<file path="config.mk">
export PLATFORM = sky130hd
export DESIGN_NAME = kernel_d_stream_ctrl_flat
export DESIGN_NICKNAME = d
export VERILOG_FILES = /design/src/rtl/kernel_d_stream_ctrl_if.sv /design/src/rtl/kernel_d_stream_ctrl.sv /design/src/flat_wrapper.sv
export SDC_FILE = /design/constraint.sdc
export NUM_CORES = 1
export LEC_CHECK = 0
export ABC_AREA = 0
export BUFFER_PORTS_ARGS = -buffer_cell sky130_fd_sc_hd__buf_2
export CAP_MARGIN = 20
export CORE_ASPECT_RATIO = 0.7
export CORE_MARGIN = 10
export CORE_UTILIZATION = 50
export CTS_BUF_LIST = sky130_fd_sc_hd__clkbuf_2
export CTS_CLUSTER_SIZE = 28
export DETAILED_ROUTE_END_ITERATION = 10
export PLACE_DENSITY = 0.81
export SETUP_SLACK_MARGIN = 0.4
export SLEW_MARGIN = 40
export SYNTH_ARGS = -nofsm -noshare
export SYNTH_HDL_FRONTEND = slang
export SYNTH_SLANG_ARGS = --single-unit
</file>
<file path="constraint.sdc">
create_clock -name clk -period 8.2 [get_ports clk]
set_input_delay 1.23 -clock clk [delete_from_list [all_inputs] [get_ports clk]]
set_output_delay 1.23 -clock clk [all_outputs]
set_load 0.01 [all_outputs]
</file>
<file path="src/rtl/kernel_d_stream_ctrl_if.sv">
// Stream bundle between the controller, its upstream source, the kernel and the downstream sink.
// The slave modport is the controller's view; master is the surrounding environment.
interface kernel_d_stream_ctrl_if #(
    parameter int STREAMW = 32
);
    logic               src_valid;
    logic               src_ready;
    logic [STREAMW-1:0] src_data;
    logic               k_ivalid;
    logic               k_iready;
    logic [STREAMW-1:0] k_din;
    logic               k_ovalid;
    logic               k_oready;
    logic [STREAMW-1:0] k_dout;
    logic               snk_valid;
    logic               snk_ready;
    logic [STREAMW-1:0] snk_data;

    modport slave (
        input  src_valid, src_data, k_iready, k_ovalid, k_dout, snk_ready,
        output src_ready, k_ivalid, k_din, k_oready, snk_valid, snk_data
    );

    modport master (
        output src_valid, src_data, k_iready, k_ovalid, k_dout, snk_ready,
        input  src_ready, k_ivalid, k_din, k_oready, snk_valid, snk_data
    );
endinterface

</file>
<file path="src/rtl/kernel_d_stream_ctrl.sv">
// Run controller that feeds a fixed number of items through an opaque-latency kernel,
// bounding the items in flight and pulsing done once every issued item has retired.
module kernel_d_stream_ctrl #(
    parameter int STREAMW = 32,
    parameter int CNTW    = 16,
    parameter int MAXINFL = 8
) (
    input  logic            clk,
    input  logic            rst,
    input  logic            start,
    input  logic [CNTW-1:0] nitems,
    output logic            busy,
    output logic            done,
    output logic [CNTW-1:0] icount,
    output logic [CNTW-1:0] ocount,
    kernel_d_stream_ctrl_if.slave io
);
    typedef enum logic [1:0] {IDLE, RUN, DRAIN, DONE} state_t;

    localparam logic [CNTW-1:0] MAX_INFL = CNTW'(MAXINFL);
    localparam logic [CNTW-1:0] ONE      = CNTW'(1);

    state_t             state;
    state_t             state_next;
    logic [CNTW-1:0]    nlat;
    logic [CNTW-1:0]    inflight;
    logic               issue_en;
    logic               ret_en;
    logic               issue_beat;
    logic               retire_beat;
    logic               issue_last;
    logic               retire_last;
    logic               accept_start;
    logic [STREAMW-1:0] in_word;
    logic [STREAMW-1:0] out_word;

    assign inflight     = icount - ocount;
    assign issue_en     = (state == RUN) && (icount < nlat) && (inflight < MAX_INFL);
    assign ret_en       = (state == RUN) || (state == DRAIN);
    assign accept_start = (state == IDLE) && start;

    // Data passes straight through; only the handshakes are gated by the run state.
    assign in_word      = io.src_data;
    assign out_word     = io.k_dout;
    assign io.k_din     = in_word;
    assign io.snk_data  = out_word;
    assign io.k_ivalid  = io.src_valid & issue_en;
    assign io.src_ready = io.k_iready & issue_en;
    assign io.k_oready  = io.snk_ready & ret_en;
    assign io.snk_valid = io.k_ovalid & ret_en;

    assign issue_beat   = io.src_valid & io.src_ready;
    assign retire_beat  = io.k_ovalid & io.k_oready;
    assign issue_last   = issue_beat && ((icount + ONE) == nlat);
    assign retire_last  = retire_beat && ((ocount + ONE) == nlat);

    assign busy = ret_en;
    assign done = (state == DONE);

    always_ff @(posedge clk or posedge rst) begin
        if (rst) begin
            state <= IDLE;
        end else begin
            state <= state_next;
        end
    end

    // A zero-latency kernel can issue and retire the final item together, so retire wins.
    always_comb begin
        state_next = state;
        case (state)
            IDLE: begin
                if (start) begin
                    state_next = (nitems != '0) ? RUN : DONE;
                end
            end
            RUN: begin
                if (retire_last) begin
                    state_next = DONE;
                end else if (issue_last) begin
                    state_next = DRAIN;
                end
            end
            DRAIN: begin
                if (retire_last) begin
                    state_next = DONE;
                end
            end
            DONE: begin
                state_next = IDLE;
            end
            default: begin
                state_next = IDLE;
            end
        endcase
    end

    always_ff @(posedge clk or posedge rst) begin
        if (rst) begin
            nlat   <= '0;
            icount <= '0;
            ocount <= '0;
        end else if (accept_start) begin
            nlat   <= nitems;
            icount <= '0;
            ocount <= '0;
        end else begin
            if (issue_beat) begin
                icount <= icount + ONE;
            end
            if (retire_beat) begin
                ocount <= ocount + ONE;
            end
        end
    end
endmodule

</file>
<file path="src/flat_wrapper.sv">
// flat-port wrapper written by rule: the top's interface ports become plain ports
module kernel_d_stream_ctrl_flat 
#(
    parameter int STREAMW = 32,
    parameter int CNTW    = 16,
    parameter int MAXINFL = 8
)
  (clk, rst, start, nitems, busy, done, icount, ocount, io_src_valid, io_src_data, io_k_iready, io_k_ovalid, io_k_dout, io_snk_ready, io_src_ready, io_k_ivalid, io_k_din, io_k_oready, io_snk_valid, io_snk_data);
  kernel_d_stream_ctrl_if #(.STREAMW(STREAMW)) io_i ();
  input  logic clk;
  input  logic rst;
  input  logic start;
  input  logic [CNTW-1:0] nitems;
  output logic busy;
  output logic done;
  output logic [CNTW-1:0] icount;
  output logic [CNTW-1:0] ocount;
  input wire logic [$bits(io_i.src_valid)-1:0] io_src_valid;
  input wire logic [$bits(io_i.src_data)-1:0] io_src_data;
  input wire logic [$bits(io_i.k_iready)-1:0] io_k_iready;
  input wire logic [$bits(io_i.k_ovalid)-1:0] io_k_ovalid;
  input wire logic [$bits(io_i.k_dout)-1:0] io_k_dout;
  input wire logic [$bits(io_i.snk_ready)-1:0] io_snk_ready;
  output wire logic [$bits(io_i.src_ready)-1:0] io_src_ready;
  output wire logic [$bits(io_i.k_ivalid)-1:0] io_k_ivalid;
  output wire logic [$bits(io_i.k_din)-1:0] io_k_din;
  output wire logic [$bits(io_i.k_oready)-1:0] io_k_oready;
  output wire logic [$bits(io_i.snk_valid)-1:0] io_snk_valid;
  output wire logic [$bits(io_i.snk_data)-1:0] io_snk_data;
  assign io_i.src_valid = io_src_valid;
  assign io_i.src_data = io_src_data;
  assign io_i.k_iready = io_k_iready;
  assign io_i.k_ovalid = io_k_ovalid;
  assign io_i.k_dout = io_k_dout;
  assign io_i.snk_ready = io_snk_ready;
  assign io_src_ready = io_i.src_ready;
  assign io_k_ivalid = io_i.k_ivalid;
  assign io_k_din = io_i.k_din;
  assign io_k_oready = io_i.k_oready;
  assign io_snk_valid = io_i.snk_valid;
  assign io_snk_data = io_i.snk_data;
  kernel_d_stream_ctrl #(.STREAMW(STREAMW), .CNTW(CNTW), .MAXINFL(MAXINFL)) u_core (.clk(clk), .rst(rst), .start(start), .nitems(nitems), .busy(busy), .done(done), .icount(icount), .ocount(ocount), .io(io_i));
endmodule
</file>
# [After elaboration in Yosys (flattened, before gate mapping)]
# Cells that the tools add are included.
[classes] addsub=3 mul=0 n_div=0 n_lt_le_gt_ge=2 n_eq_ne=8 n_shift=0 n_mux=10 n_bitwise=6 reduce_logical=11
[ops] op="$mux 16" count=4
[ops] op="$add 16x1->16 const B" count=2
[ops] op="$eq 16x16->1" count=2
[ops] op="$lt 16x16->1" count=1
[ops] op="$lt 16x4->1 const B" count=1
[ops] op="$reduce_bool 16->1" count=1
[ops] op="$sub 16x16->16" count=1
[ops] op="$mux 2" count=5
[ops] op="$pmux 2 s4" count=1
[ops] op="$and 1x1->1" count=6
[ops] op="$logic_and 1x1->1" count=5
[ops] op="$eq 2x2->1 const B" count=2
[ops] op="$reduce_bool 2->1" count=2
[ops] op="$ne 3x1->1 const B" count=1
[ops] op="$reduce_and 3->1" count=1
[ops] op="$eq 2x1->1 const B" count=1
[ops] op="$logic_not 2->1" count=1
[ops] op="$ne 2x1->1 const B" count=1
[ops] op="$ne 2x2->1 const B" count=1
[ops] op="$logic_or 1x1->1" count=1
[word_totals] reg_bits=50 latchBits=0 mem_bits_rw=0 mem_bits_ro=0 inputBits=87 out_inout_bits=102 wordCells=44 memories=0

# [Longest topological paths before layout]
# Gate-level depths: netlist (run 1).
[logic_depth] ltp_word=9 ltp_mapped=14 depth_no_buf=11

# [Worst setup path after synthesis (run 1)]
# No wires, ideal clock.
[synth_timing] kind="reg2out" from="register u_core.ocount[2]" to="output io_k_ivalid" arrival_time_ns=3.102 t_required_ns=6.970 slack_ns=3.868 path_stages_with_launch=11 path_buffers=0 cell_sequence="dfrtp_1 > inv_1 > ha_1 > a21o_2 > a31oi_2 > xnor2_1 > or4_4 > or4_1 > or3_1 > nor3_1 > and2_1"
[synth_between] elab_chain_cells=4
[synth_rtl] element="from (decl)" line="kernel_d_stream_ctrl.sv:15" text="output logic [CNTW-1:0] ocount,"
[synth_rtl] element="from (signal assigned)" line="kernel_d_stream_ctrl.sv:112" text="ocount <= ocount + ONE;"
[synth_rtl] element="$sub 16x16->16" line="kernel_d_stream_ctrl.sv:37" text="assign inflight = icount - ocount;"
[synth_rtl] element="$lt 16x4->1" line="kernel_d_stream_ctrl.sv:38" text="assign issue_en = (state == RUN) && (icount < nlat) && (inflight < MAX_INFL);"
[synth_rtl] element="$logic_and 1x1->1" line="kernel_d_stream_ctrl.sv:38"
[synth_rtl] element="$and 1x1->1" line="kernel_d_stream_ctrl.sv:47" text="assign io.k_ivalid = io.src_valid & issue_en;"
[synth_rtl] element="to (decl)" line="flat_wrapper.sv:25" text="output wire logic [$bits(io_i.k_ivalid)-1:0] io_k_ivalid;"
# Every way passes these cells.

# [Final worst setup path (run 1)]
# Ends and elaborated chain as after synthesis.

==> results of run 1 <==
[worst max path at each step]
stage,startpoint,end,slack [ns],cells past startpoint
2_1_floorplan,u_core.ocount[2],io_k_ivalid,3.87,10
3_3_place_gp,u_core.icount[2],io_k_ivalid,3.69,10
3_5_place_dp,u_core.icount[2],io_k_ivalid,3.57,10
4_1_cts,u_core.icount[2],io_k_ivalid,2.97,10
5_1_grt,u_core.ocount[2],io_k_ivalid,2.71,11
6_report,u_core.ocount[2],io_k_ivalid,2.96,11
[layout make-up]
type                            instances  share of cell area
Clock inverter                          3             0.00328
Clock buffer                            5             0.00505
Timing Repair Buffer                   61              0.0621
Sequential cell                        50               0.252
Tap cell                              128              0.0323
Multi-Input combinational cell        449               0.617
Inverter                               36              0.0278
[metrics by stage]
stage	area, um^2	utilization	hold WS (ns)
6_report	4960	0.510	0.598
5_1_grt	4960	0.510	0.618
4_1_cts	4950	0.509	0.585
3_5_place_dp	4910	0.505	0.534
3_3_place_gp	4900	0.504	0.535
2_1_floorplan	5000	-	0.491
[worst max-delay path: cells and delay by family (launching register included)]
family          cells  cell delay [ns]
simple gates        5             1.86
xor+xnor            1             0.11
buf+inv             2             0.26
fa+ha+maj           1             0.35
compound gates      2             0.43
flops               1             0.54
[cells by family (layout without fill, tap and decap cells)]
logic type	count (synthesis)	in the layout
simple gates	215	215
flops	50	50
mux	10	10
buf+inv	123	105
fa+ha+maj	37	37
compound gates	126	126
xor+xnor	61	61
[registers in the layout, indices dropped and copies added (netlist names)]
register and flops:
u_core.icount 16, u_core.nlat 16, u_core.ocount 16, u_core.state 2
[power groups by stage]
stage	sequential [mW]	combinational (mW)	clock, mW
after floorplan	0.289	0.158	0
after global placement	0.297	0.171	0
after detailed placement	0.299	0.175	0
after CTS	0.295	0.177	0.115
after global routing	0.299	0.197	0.126
final	0.296	0.178	0.111
[cells in the final DEF (no fill, tap or decap), types with 27 or more instances in the layout]
cell type	count
dfrtp_1	50
nand3_1	27
a21oi_1	31
nand2_1	52
ha_1	37
xnor2_1	42
o21ai_0	36
inv_1	35
buf_2	60
nor2_1	32
[layer usage]
layer	GRT usage	share of wire
met3	0.0693	0.11
met1	0.262	0.45
met4	0.0453	0.013
met5	0	0
met2	0.284	0.43
==> results_dict.tcl, run 1 <==
set metrics [dict create \
    seq_area_frac_synth 0.250 \
    yosys-top-cells-area "dfrtp_1 25%, buf_4 9.6%, ha_1 9.3%" \
    diodes 0 \
    crit_path_end_kind "output pin" \
    post_cts_buffers 0 \
    final_cells 732 \
    yosysUniqueCellTypes 59 \
    synthMostInstantiatedCell "buf_4" \
    synth-edff-count 0 \
    p_sw_frac 0.393 \
    synth_cells 622 \
    holdPathEnd "u_core.nlat[0]" \
    dp_hpwl_um 11600 \
    crit_fanout 8 \
    cts_buffers 5 \
    arrival_ns 4.01 \
    grt_pass1_vias 4470 \
    p_sw_uw 230 \
    yosysTopAreaCellShare 0.250 \
    io_pins 189 \
    start_kind "flop" \
    regArea_um2 1250 \
    synth_mux_area_frac 0.0203 \
    r2r_cells 10 \
    dr_total_vias 4595 \
    clkPwrFrac 0.189 \
    synth.net_count 746 \
    grt_pass1_wl_um 23400 \
    wl_per_cell_um 20.1 \
    ctsResizeCount 0 \
    finalSetupViolations 0 \
    fin_crit_sh 0.640 \
    cts_buffer_depth 2 \
    track_usage 0.193 \
    ant_nets 0 \
    firstDrtPassIters 5 \
    min_from "u_core.nlat[0]" \
    ys_ff_latch 50 \
    synthSimpleGateAreaFrac 0.228 \
    fin_nets 727 \
    comb_power_share 0.304 \
    synthArstFlopShare 1.00 \
    htreeDepth 2 \
    r2r-end "u_core.state[1]" \
    synthTopCellsByCount "64 x buf_4, 52 x nand2_1, 50 x dfrtp_1" \
    initial_utilization 0.514 \
    yosys.area.top_type "dfrtp_1" \
    clkLatencyLatePin_ns 0.49 \
    cts_num_sinks 50 \
    synth_fa_ha_area_frac 0.0926 \
    die_y_um 104 \
    dpl.cell_count 724 \
    portBuffers 60 \
    grt_max_degree 51 \
    hold_violations 0 \
    routed_wl_um 14700 \
    via_per_inst 6.28 \
    path_class "flop to output pin" \
    intPower_uw 355 \
    drt_iter0_drc 520 \
    ys.flop_type "dfrtp_1" \
    fin_skew_ns 0.0279 \
    route.detailed.drc 0 \
    multi_input_area_um2 3060 \
    p_leak_nw 2.25 \
    rsz0062_at_grt "false" \
    netlist_area_um2 5000 \
    critical_path_required_ns 6.97 \
    avgSynthCellArea_um2 8.04 \
    nFillCells 954 \
    area_growth_syn_to_layout_pct -0.826 \
    yosys_warnings 0 \
    setup_ws_ns 2.96 \
    worstHoldPathCells 2 \
    synth_xor_area_frac 0.107 \
    antenna_found_initial 0 \
    synth_top_family_by_area "simple AND/OR/NAND/NOR gates" \
    r2r_start "u_core.icount[1]" \
    ir_drop_v 0.0000839 \
    cts.clk_slew.worst_paths_ns 0.30 \
    p_per_area_nw_per_um2 118 \
    grt_overflow 0 \
    cts-root-buf "clkbuf_2" \
    dieArea_um2 14500 \
    cpPeakStageDelay_ns 0.54 \
    cts-hold-fix-buffers 0 \
    power_uw 584 \
    gp_congestion 0.961 \
    tightest_slew_ns 0.848 \
    hold_path.class "flop to flop" \
    dpl_worst_slack_ns 3.57 \
    max_cap_viol_count 0 \
    slew_headroom 0.433 \
    drive_gt1_frac 0.136 \
    worstPathCellList "inv_1, ha_1, a21o_2, a31oi_2, xnor2_1, or4_4, or4_1, or3_1, nor3_1, and2_1, buf_2" \
    status "complete, no violations" \
    die_x_um 140 \
    p_seq_frac 0.506 \
    synth_compound_area_frac 0.162 \
    period_needed_ns 5.24 \
    cts_tree "built" \
    maxSlewViolCount 0 \
    setup_tns_ns 0 \
    reg2reg_slack_ns 4.08 \
    crit_slowest_cell "dfrtp_1" \
    core-area_um2 9720 \
    placementRows 30 \
    clock.fmax_ghz 0.191 \
]
(Power assumes the default switching activity.)
==> run 2, diff against run 1 <==
Settings changed: ABC_AREA 0 to 1, PLACE_DENSITY 0.81 to 0.8.
Clock period 8.2 ns to 5.4 ns, I/O delays scaled along.
==> run 2 against run 1 <==
Against the previous run:
- register-to-register slack lost 1.9 ns
- area after synthesis grew 9.3%
- global-route usage grew 0.47 points
- critical endpoint is now io_src_ready
- largest cell class unchanged
- largest power group is now combinational cells
- highest routed layer unchanged
==> results_dict.tcl, run 2 <==
set metrics [dict create \
    multi_input_area_um2 3160 \
    arrival_ns 3.12 \
    portBuffers 60 \
    yosys_warnings 0 \
    path_class "flop to output pin" \
    ir_drop_v 0.000314 \
    setup_ws_ns 1.47 \
    gp_congestion 0.988 \
    start_kind "flop" \
    critical_path_required_ns 4.59 \
    cp_top_family "simple AND/OR/NAND/NOR gates" \
    cts.clk_slew.worst_paths_ns 0.27 \
    yosys.area.top_type "dfrtp_1" \
    status "complete, no violations" \
    cpPeakStageDelay_ns 0.50 \
    p_sw_mw 2.06 \
    comb_power_share 0.757 \
    grt_pass1_wl_um 25300 \
    wl_met3_um 2180 \
    maxSlewViolCount 0 \
    crit_path_end_kind "output pin" \
    netlist_area_um2 5460 \
    tightest_slew_ns 0.723 \
    diodes 0 \
    antenna_found_initial 0 \
    initial_utilization 0.520 \
    grt_overflow 0 \
    crit_buf_inv 3 \
    r2r_cells 17 \
    nFillCells 1096 \
    cts_buffer_depth 2 \
    final_cell_mix "271 x nand2_1, 137 x inv_1, 75 x nand3_1" \
    layout_commonest_cell "nand2_1" \
    startpoint "u_core.ocount[2]" \
    synth_xor_area_frac 0.0396 \
    final_cells 1019 \
    fin_crit_sh 0.728 \
    synth_fa_ha_area_frac 0.0847 \
    clkLatencyLatePin_ns 0.48 \
    top_regs "u_core.icount (16), u_core.nlat (16), u_core.ocount (16)" \
    p_per_area_nw_per_um2 630 \
    io_pins 189 \
    clock.fmax_ghz 0.254 \
    core-area_um2 10500 \
    wl_per_cell_um 15.9 \
    drt_iter0_drc 664 \
    avgSynthCellArea_um2 6.24 \
    dpl.cell_count 1012 \
    dr_total_vias 5504 \
    dp_hpwl_um 13300 \
    ant_nets 0 \
    cts-root-buf "clkbuf_2" \
    hold_path.class "input pin to asynchronous set/reset pin" \
    dpl_worst_slack_ns 2.11 \
    synthTopCellsByCount "271 x nand2_1, 138 x inv_1, 75 x nand3_1" \
    final_util 0.520 \
    die_x_um 145 \
    period_needed_ns 3.93 \
    synth_compound_area_frac 0.0769 \
    synth_top_family_by_area "simple AND/OR/NAND/NOR gates" \
    synth.net_count 1000 \
    synthArstFlopShare 1.00 \
    route.detailed.drc 0 \
    top_layer "met4" \
    holdWs_ns 0.356 \
    via_per_inst 5.40 \
    synthSimpleGateAreaFrac 0.376 \
    ys_ff_latch 50 \
    yosysTopAreaCellShare 0.229 \
    track_usage 0.198 \
    cts-hold-fix-buffers 0 \
    fin_nets 995 \
    slew_headroom 0.513 \
    wl_met2_um 5890 \
    r2r_start "u_core.ocount[8]" \
    crit_slowest_cell "dfrtp_1" \
    grt_max_degree 51 \
    placementRows 31 \
    setup_tns_ns 0 \
    max_cap_viol_count 0 \
    ys.flop_type "dfrtp_1" \
    intPower_mw 1.38 \
    routed_wl_um 16200 \
    yosysUniqueCellTypes 34 \
    die_y_um 107 \
    crit_fanout 5 \
    yosys-top-cells-area "dfrtp_1 23%, nand2_1 19%, inv_1 9.5%" \
    cts_num_sinks 50 \
    cts_buffers 5 \
    synth_cells 876 \
    reg2reg_slack_ns 2.20 \
    finalSetupViolations 0 \
    p_seq_frac 0.196 \
    p_leak_nw 3.09 \
    ctsResizeCount 0 \
    seq_area_frac_synth 0.229 \
    fin_skew_ns 0.0279 \
    worstPathCellList "inv_1, ha_1, nand2_1, inv_1, nand2_1, nand2_2, xor2_1, nand3b_1, nor2_1, nand3_1, nor4_1, nand4_1, nor3b_1, buf_2" \
    grt_pass1_vias 4816 \
    cts_tree "built" \
    area_growth_syn_to_layout_pct 0.0229 \
    dieArea_um2 15600 \
    wl_met1_um 7970 \
    hold_violations 0 \
    rsz0062_at_grt "false" \
    p_sw_frac 0.599 \
    synthMostInstantiatedCell "nand2_1" \
    drive_gt1_frac 0.0987 \
    post_cts_buffers 0 \
    synth-edff-count 0 \
    clkPwrFrac 0.047 \
    htreeDepth 2 \
    synth_mux_area_frac 0 \
    firstDrtPassIters 5 \
    regArea_um2 1250 \
    r2r-end "u_core.icount[13]" \
]
## run 2: worst max path at each step
| stage | to | slack, ns | cells past startpoint |
|---|---|---|---|
| after global routing | io_k_ivalid | 1.16 | 14 |
| after floorplan | io_k_ivalid | 2.43 | 12 |
| final | io_src_ready | 1.47 | 14 |
| after detailed placement | io_k_ivalid | 2.11 | 14 |
| after CTS | io_k_ivalid | 1.50 | 14 |
| after global placement | io_src_ready | 2.13 | 14 |
## run 2: metal layers
| metal | GRT usage | up-vias |
|---|---|---|
| li1 | - | 2710 |
| met1 | 0.296 | 2459 |
| met2 | 0.254 | 318 |
| met3 | 0.0811 | 17 |
| met4 | 0.0349 | 0 |
| met5 | 0 | - |
## run 2: power by group through the flow
stage	clock [mW]	combinational, mW	sequential, mW
after floorplan	0	1.95	0.639
final	0.162	2.61	0.675
after detailed placement	0	2.53	0.673
after CTS	0.163	2.54	0.666
after global placement	0	2.53	0.670
after global routing	0.175	2.94	0.688
## run 2: kinds of logic (layout without fill, tap and decap cells)
group	Yosys count	count (layout)
AND/OR/NAND/NOR	478	478
flip-flops	50	50
XOR/XNOR	20	20
buffers and inverters	213	208
adder cells (fa/ha/maj)	37	37
AO/OA/AOI/OAI	78	78
## run 2: layout make-up
cell class	instances	area share
clock inverters	1	0.00137
repair buffers	61	0.0563
well taps	148	0.0339
clock buffers	6	0.00549
inverters	140	0.0966
flip-flops and latches	50	0.229
multi-input cells	613	0.577
## run 2: stage by stage
stage,power (mW),cell area [um^2]
final,3.44,5470
after global routing,3.81,5470
after CTS,3.37,5470
after detailed placement,3.20,5430
after global placement,3.20,5430
after floorplan,2.59,5460
